===== config.mk =====
export PLATFORM = sky130hd
export DESIGN_NAME = beep_sweep_gen
export DESIGN_NICKNAME = d
export VERILOG_FILES = /design/src/rtl/beep_sweep_gen.sv
export SDC_FILE = /design/constraint.sdc
export NUM_CORES = 1
export LEC_CHECK = 0
export BUFFER_PORTS_ARGS = -buffer_cell sky130_fd_sc_hd__buf_2
export CAP_MARGIN = 20
export CORE_ASPECT_RATIO = 1.5
export CORE_UTILIZATION = 45
export CTS_BUF_LIST = sky130_fd_sc_hd__clkbuf_8
export DETAILED_ROUTE_END_ITERATION = 8
export PLACE_DENSITY_LB_ADDON = 0.3
export SYNTH_ARGS = -nofsm -noshare
export SYNTH_HDL_FRONTEND = slang
export SYNTH_SLANG_ARGS = --single-unit

===== constraint.sdc =====
create_clock -name clk -period 2.8 [get_ports clk]
set_clock_uncertainty 0.1 [all_clocks]
set_input_delay 0.28 -clock clk [delete_from_list [all_inputs] [get_ports clk]]
set_output_delay 0.28 -clock clk [all_outputs]
set_load 0.01 [all_outputs]

===== src/rtl/beep_sweep_gen.sv =====
// beep_sweep_gen: multi-mode square-wave buzzer driver (fixed tone, two-tone,
// triangle/sawtooth sweep, pulsed tone) built from a half-period divider and a step prescaler.
module beep_sweep_gen #(
    parameter int unsigned DIV_W    = 16,
    parameter int unsigned BASE_DIV = 32'h0000_1000,
    parameter int unsigned STEP_SH  = 6,
    parameter int unsigned STEP_W   = 7,
    parameter int unsigned RATE_W   = 24
) (
    input  logic              clk,
    input  logic              rst,
    input  logic              enable,
    input  logic [2:0]        mode,
    input  logic [RATE_W-1:0] rate,
    input  logic [DIV_W-1:0]  tone_a,
    input  logic [DIV_W-1:0]  tone_b,
    output logic              beep,
    output logic              busy,
    output logic [STEP_W-1:0] step
);
    localparam int unsigned SUM_W = DIV_W + STEP_W + STEP_SH;

    localparam logic [2:0] M_FIXED    = 3'd0;
    localparam logic [2:0] M_TWO_TONE = 3'd1;
    localparam logic [2:0] M_TRIANGLE = 3'd2;
    localparam logic [2:0] M_SAWTOOTH = 3'd3;
    localparam logic [2:0] M_PULSED   = 3'd4;

    localparam logic [STEP_W-1:0] STEP_ZERO = {STEP_W{1'b0}};
    localparam logic [STEP_W-1:0] STEP_ONE  = STEP_W'(1);
    localparam logic [STEP_W-1:0] STEP_MAX  = {STEP_W{1'b1}};
    localparam logic [RATE_W-1:0] RATE_ZERO = {RATE_W{1'b0}};
    localparam logic [RATE_W-1:0] RATE_ONE  = RATE_W'(1);
    localparam logic [DIV_W-1:0]  DIV_ZERO  = {DIV_W{1'b0}};
    localparam logic [DIV_W-1:0]  DIV_ONE   = DIV_W'(1);

    typedef enum logic [0:0] {
        S_IDLE = 1'b0,
        S_RUN  = 1'b1
    } state_t;

    // Half-period for a given mode and step; sweep values clip at the divider's full scale.
    function automatic logic [DIV_W-1:0] hp_f(
        input logic [2:0]        m,
        input logic [STEP_W-1:0] s,
        input logic [DIV_W-1:0]  ta,
        input logic [DIV_W-1:0]  tb
    );
        logic [SUM_W-1:0] sum_v;
        sum_v = SUM_W'(BASE_DIV) + (SUM_W'(s) << STEP_SH);
        case (m)
            M_TWO_TONE:             hp_f = s[0] ? tb : ta;
            M_TRIANGLE, M_SAWTOOTH: hp_f = (|sum_v[SUM_W-1:DIV_W]) ? {DIV_W{1'b1}} : sum_v[DIV_W-1:0];
            default:                hp_f = ta;
        endcase
    endfunction

    state_t            state_r, state_s;
    logic [2:0]        mode_r, mode_s;
    logic [STEP_W-1:0] step_r, step_s;
    logic              dir_down_r, dir_down_s;
    logic [DIV_W-1:0]  cnt_r, cnt_s;
    logic [RATE_W-1:0] pre_r, pre_s;
    logic              beep_r, beep_s;
    logic              busy_r;
    logic              tgl_s;
    logic              gate_s;

    // Next-state, step sequencing, divider and gating for the idle/run machine.
    always_comb begin
        state_s    = state_r;
        mode_s     = mode_r;
        step_s     = step_r;
        dir_down_s = dir_down_r;
        cnt_s      = cnt_r;
        pre_s      = pre_r;
        beep_s     = beep_r;
        tgl_s      = beep_r;
        gate_s     = 1'b0;
        case (state_r)
            S_IDLE: begin
                beep_s = 1'b0;
                if (enable) begin
                    state_s    = S_RUN;
                    mode_s     = mode;
                    step_s     = STEP_ZERO;
                    dir_down_s = 1'b0;
                    pre_s      = RATE_ZERO;
                    cnt_s      = hp_f(mode, STEP_ZERO, tone_a, tone_b);
                end else begin
                    state_s = S_IDLE;
                end
            end
            S_RUN: begin
                if (!enable) begin
                    state_s = S_IDLE;
                    beep_s  = 1'b0;
                end else begin
                    // >= lets a lowered rate take effect without waiting for a wrap
                    if (pre_r >= rate) begin
                        pre_s = RATE_ZERO;
                        case (mode_r)
                            M_FIXED: step_s = STEP_ZERO;
                            M_TRIANGLE: begin
                                if (!dir_down_r) begin
                                    if (step_r == STEP_MAX) begin
                                        dir_down_s = 1'b1;
                                        step_s     = STEP_MAX - STEP_ONE;
                                    end else begin
                                        step_s = step_r + STEP_ONE;
                                    end
                                end else begin
                                    if (step_r == STEP_ZERO) begin
                                        dir_down_s = 1'b0;
                                        step_s     = STEP_ONE;
                                    end else begin
                                        step_s = step_r - STEP_ONE;
                                    end
                                end
                            end
                            default: step_s = step_r + STEP_ONE;
                        endcase
                    end else begin
                        pre_s = pre_r + RATE_ONE;
                    end
                    // hp is sampled only at reload so a half-period never changes length midway
                    if (cnt_r == DIV_ZERO) begin
                        cnt_s = hp_f(mode_r, step_r, tone_a, tone_b);
                        tgl_s = ~beep_r;
                    end else begin
                        cnt_s = cnt_r - DIV_ONE;
                        tgl_s = beep_r;
                    end
                    gate_s = (mode_r > M_PULSED) || ((mode_r == M_PULSED) && step_s[0]);
                    beep_s = gate_s ? 1'b0 : tgl_s;
                end
            end
            default: begin
                state_s = S_IDLE;
                beep_s  = 1'b0;
            end
        endcase
    end

    // State and datapath registers; rst returns everything to the idle defaults.
    always_ff @(posedge clk) begin
        if (rst) begin
            state_r    <= S_IDLE;
            mode_r     <= 3'd0;
            step_r     <= STEP_ZERO;
            dir_down_r <= 1'b0;
            cnt_r      <= DIV_ZERO;
            pre_r      <= RATE_ZERO;
            beep_r     <= 1'b0;
            busy_r     <= 1'b0;
        end else begin
            state_r    <= state_s;
            mode_r     <= mode_s;
            step_r     <= step_s;
            dir_down_r <= dir_down_s;
            cnt_r      <= cnt_s;
            pre_r      <= pre_s;
            beep_r     <= beep_s;
            busy_r     <= (state_s == S_RUN);
        end
    end

    assign beep = beep_r;
    assign busy = busy_r;
    assign step = step_r;

endmodule


# Word level (Yosys, flattened, before mapping)
# Cells that the tools add are included.
totals:
  output_inout_bits: 9
  reg_bits: 53
  elab_cells: 76
  latch_bits: 0
  romBits: 0
  mem_bits_rw: 0
  memories: 0
op_classes:
  n_mul: 0
  eq_ne: 12
  magnitude_cmp: 2
  bitwise: 2
  n_reduce_logical: 12
  muxes: 35
  shifts: 0
  addsub: 5
  n_div: 0
ops:
  columns: ["cell", "n"]
  rows:
  - ["16-bit 2-to-1 mux", 6]
  - ["24-bit 2-to-1 mux", 3]
  - ["16-bit one-hot mux with 2 select lines", 2]
  - ["7-bit 2-to-1 mux", 8]
  - ["24-bit one-hot mux with 2 select lines", 1]
  - ["7-bit one-hot mux with 2 select lines", 2]
  - ["24-bit by 1-bit adder with 24-bit output (second input constant)", 1]
  - ["24-bit greater-or-equal comparator", 1]
  - ["16-bit zero test", 1]
  - ["16-bit by 1-bit subtractor with 16-bit output (second input constant)", 1]
  - ["13-bit by 13-bit adder with 14-bit output (first input constant)", 1]
  - ["13-bit OR reduction (first input constant)", 1]
  - ["3-bit by 2-bit equality test with 1-bit output (second input constant)", 4]
  - ["1-bit 2-to-1 mux", 11]
  - ["7-bit by 1-bit adder with 7-bit output (second input constant)", 1]
  - ["7-bit equality test (second input constant)", 1]
  - ["7-bit zero test", 1]
  - ["7-bit by 1-bit subtractor with 7-bit output (second input constant)", 1]
  - ["2-bit by 1-bit inequality test with 1-bit output (second input constant)", 2]
  - ["2-bit inequality test (second input constant)", 2]
  - ["4-bit by 2-bit inequality test with 1-bit output (second input constant)", 1]
  - ["1-bit one-hot mux with 2 select lines", 2]
  - ["2-bit AND reduction", 2]
  - ["4-bit AND reduction", 1]
  - ["other kinds (9)", 11]

# Depth between registers and ports, before layout
logic_depth:
  depth_word: 12
  mapped_depth: 9

# Worst setup path after synthesis
# Ideal clock, no wire load.
synth_timing:
  path_type: "register to register"
  start: "reg pre_r[0]"
  end: "reg beep_r (netlist: beep)"
  t_required_ps: 2573
  period_less_slack_ps: 2452
  stages_incl_launch_ff: 9
  path_slack_ps: 348
  setup_time_ps: 127
  arrival_ps: 2225
  path_cell_list: "dfxtp_1 -> inv_1 -> ha_1 -> nand2b_1 -> a2111oi_0 -> o31ai_1 -> a211o_1 -> and4b_1 -> or3_1"
synth_between:
  elab_chain_len: 9
  elab_cells_between_ends: 10
  classes_between: "order compare (1); eq/ne (1); mux (6); reduce/logical (2)"
synth_lines:
  columns: ["item", "line", "source"]
  rows:
  - ["start: declaration", "63", "logic [RATE_W-1:0] pre_r, pre_s;"]
  - ["start signal: assignment", "162", "pre_r <= pre_s;"]
  - ["24-bit greater-or-equal comparator *", "100", "if (pre_r >= rate) begin"]
  - ["7-bit 2-to-1 mux *", "100", null]
  - ["7-bit 2-to-1 mux *", "95", "if (!enable) begin"]
  - ["7-bit 2-to-1 mux *", "80", "case (state_r)"]
  - ["1-bit logical AND *", "134", "gate_s = (mode_r > M_PULSED) || ((mode_r == M_PULSED) && step_s[0]);"]
  - ["1-bit logical OR *", "134", null]
  - ["1-bit 2-to-1 mux", "135", "beep_s = gate_s ? 1'b0 : tgl_s;"]
  - ["1-bit 2-to-1 mux", "95", null]
  - ["1-bit one-hot mux with 2 select lines", "80", null]
  - ["end signal: assignment", "163", "beep_r <= beep_s;"]
  - ["end: declaration", "64", "logic beep_r, beep_s;"]
# Mark *: on every way between the ends. The rest lies on a longest branch, timed or not. The select of a mux whose other input is x is not followed.
# A chain may end at the register's enable or synchronous reset.

# Final worst setup path
# Same ends and word-level chain as after synthesis.

==> results.txt <==
Cells after Synth: 520
routed len/inst: 15.2 um
clock sinks: 53
Starting DRT DRC Count: 180
Switching Power: 0.530 mW
Routed met2 length: 5670 um
peak supply drop: 0.205 mV
critical path class: flip-flop to flip-flop
TritonCTS buffer count: 5
Core Area: 8460 um2
Met1 Wirelength: 3950 um
grt ovf: 0
largest net degree at the start of global routing: 32
Via density: 5.81
I/O Pins: 71
Net Sw Frac: 29.7%
max_cap viols: 0
CP Data Arrival Time: 2740 ps
sequential share of power: 45.4%
EDFF count, synth: 0
Ys Warns: 0
initial antenna violation count: 0
clock slew seen by the registers of the worst setup and hold paths: 100 ps
Nets: 676
Cell Area, Synth: 3950 um2
R2R Path End: beep$_SDFFE_PP0P_
Setup WS post-layout: 150 ps
reg2reg start: pre_r[0]$_SDFFE_PP0P_
HP Class: input port to flip-flop
CTS tree: built
Leak: 1.90 nW
drt first pass iters: 6
sequential share of the synthesized area: 26.9%
die area: 9160 um2
Slew Viols, Final: 0
Root Driver: clkbuf_8
multi-input logic area: 2650 um2
max layer used: met4
vias in the first global route: 3788
filler instances: 837
net count after synthesis: 611
Clock Latency Late Sink: 320 ps
pre-CTS setup slack: 107 ps
Hold EP: mode_r[1]$_SDFFE_PP0P_
Total Wirelength: 10500 um
setup bufs post-CTS: 0
Routed met3 length: 525 um
Cells on Worst Hold Path: 3
Logic pwr share: 23.3%
CP Launch Type: flip-flop
gpl congestion: 0.915
CP required: 2890 ps
dpl hpwl: 8140 um
chip width: 78.5 um
unrepaired setup endpoints after global routing: false
Top FF cell, synth: dfxtp_1
Period minus WS final: 2650 ps
Hold Vio Cnt, Final: 0
n_diodes: 0
Worst-Margin Slew: 553 ps
FF+latch count, synth: 53
status: finished clean
Routed Antenna Nets: 0
reg2reg path depth: 8
layout overhead on the synthesized area: 16.0%
H-tree depth: 2
Port Buf Inserts: 70
Pwr Density: 390 nW/um2
Site Rows: 41
Clk pwr share: 31.2%
final cycle utilization of the critical path: 94.6%
deepest clock path buffer count: 2
initial core utilization: 46.7%
Die Height: 117 um
register area: 1060 um2
setup violators final: 0
first-pass GRT wire length: 17200 um
reg-to-reg slack, setup: 150 ps
GR Util All Layers: 23.7%
ys async rst share: 0%
mean post-synth cell area: 7.60 um2
vias after detailed routing: 4026
fmax: 377 MHz
remaining routing DRC violations: 0
share of layout cells above drive strength 1: 17.7%
Hold Path Origin: mode[1]
CP endpoint kind: flip-flop
Rel. slew slack: 63.1%
setup tns final: 0 ps
crit-path max FO: 8
Int Pwr: 1.26 mW
Synth cell types: 60
worst max-delay path by stage:
stage	to	startpoint	slack, ps
CTS	beep$_SDFFE_PP0P_	pre_r[0]$_SDFFE_PP0P_	30
detailed placement	beep$_SDFFE_PP0P_	pre_r[0]$_SDFFE_PP0P_	110
finish	beep$_SDFFE_PP0P_	pre_r[0]$_SDFFE_PP0P_	150
global placement	beep$_SDFFE_PP0P_	pre_r[0]$_SDFFE_PP0P_	200
global route	beep$_SDFFE_PP0P_	pre_r[0]$_SDFFE_PP0P_	20
floorplan	beep$_SDFFE_PP0P_	pre_r[0]$_SDFFE_PP0P_	350
power by group through the flow:
stage               combinational, mW  clock (mW)  sequential [mW]
detailed placement              0.412           0            0.828
global placement                0.403           0            0.827
floorplan                       0.285           0            0.816
finish                          0.417       0.558            0.811
CTS                             0.415       0.578            0.810
global route                    0.464       0.600            0.816
cells in the mapped netlist, drive strengths merged, types with 5 or more instances:
cell type | count | area (um2)
a21oi | 38 | 190
o211ai | 9 | 67.6
inv | 36 | 135
dfxtp | 53 | 1060
o31ai | 5 | 37.5
a211oi | 5 | 37.5
or3 | 5 | 31.3
nor2 | 62 | 235
nand2 | 56 | 210
a222oi | 5 | 50.1
clkbuf | 25 | 93.8
o21ai | 12 | 60.1
xor2 | 18 | 158
o32ai | 5 | 43.8
nand3 | 9 | 45.0
nor3 | 6 | 35.0
a22oi | 19 | 143
nand4 | 16 | 100
xnor2 | 20 | 175
ha | 29 | 363
nand4b | 8 | 70.1
logic make-up after synthesis:
logic type / synth area share, %
simple gates: 25.0
compound gates: 23.2
buf+inv: 6.37
flops: 26.9
xor+xnor: 8.43
fa+ha+maj: 9.19
mux: 1.01
registers in the layout, summed over array words and instances (netlist names):
register	count
busy	1
mode_r	3
cnt_r	16
pre_r	24
beep	1
dir_down_r	1
step	7
routing by layer:
metal | up-vias | global-route usage [%]
li1 | 2005 | -
met1 | 1859 | 24.3
met2 | 136 | 46.9
met3 | 26 | 3.05
met4 | 0 | 11.2
met5 | - | 0
metrics by stage:
step | total power, mW | utilization [%] | area (um2) | hold WS (ps) | instances
floorplan | 1.10 | - | 3950 | 258 | 520
global placement | 1.23 | 52.6 | 4450 | 379 | 685
detailed placement | 1.24 | 52.6 | 4450 | 391 | 685
CTS | 1.80 | 54.0 | 4570 | 98.0 | 693
global route | 1.88 | 54.1 | 4580 | 116 | 693
finish | 1.79 | 54.1 | 4580 | 103 | 693
cells in the final DEF (no fill, tap or decap), types with 3 or more instances in the layout:
cell type	n
and3_1	4
clkbuf_8	6
nand3b_1	3
nand2_1	56
nand2b_1	4
nor3b_1	3
a22o_1	3
or4_1	4
a22oi_1	19
o21a_1	3
a21oi_1	38
a211oi_1	5
dfxtp_1	53
nand3_1	9
xnor2_1	20
nor2_1	61
a222oi_1	5
ha_1	29
o211ai_1	9
or3_1	5
inv_1	36
o21bai_1	3
o21ai_0	12
o31ai_1	4
nor4b_1	3
buf_4	17
nor3_1	5
or2_2	3
nand4_1	16
nand4b_1	8
o32ai_1	5
buf_2	70
xor2_1	18
o22ai_1	4
nor2b_1	4
nor4_1	4
mux2i_1	4
layout make-up:
cell class	count	area share, %
Clock buffer	6	1.80
Tap cell	107	2.92
Timing Repair Buffer	87	10.4
Multi-Input combinational cell	401	57.8
Sequential cell	53	23.2
Inverter	37	3.03
Clock inverter	2	0.819
critical path, cell delays in order, from the launching register on:
cell,delay (ps)
dfxtp_1,390
inv_1,70
ha_1,260
nand2b_1,150
a2111oi_2,390
o31ai_2,150
a211o_1,370
and4b_1,250
or3_1,380
timing repair:
action | CTS | global route
setup endpoints to repair | 0 | 6
hold buffers | 0 | 0
resized for setup | 0 | 3
(Power assumes the default switching activity.)
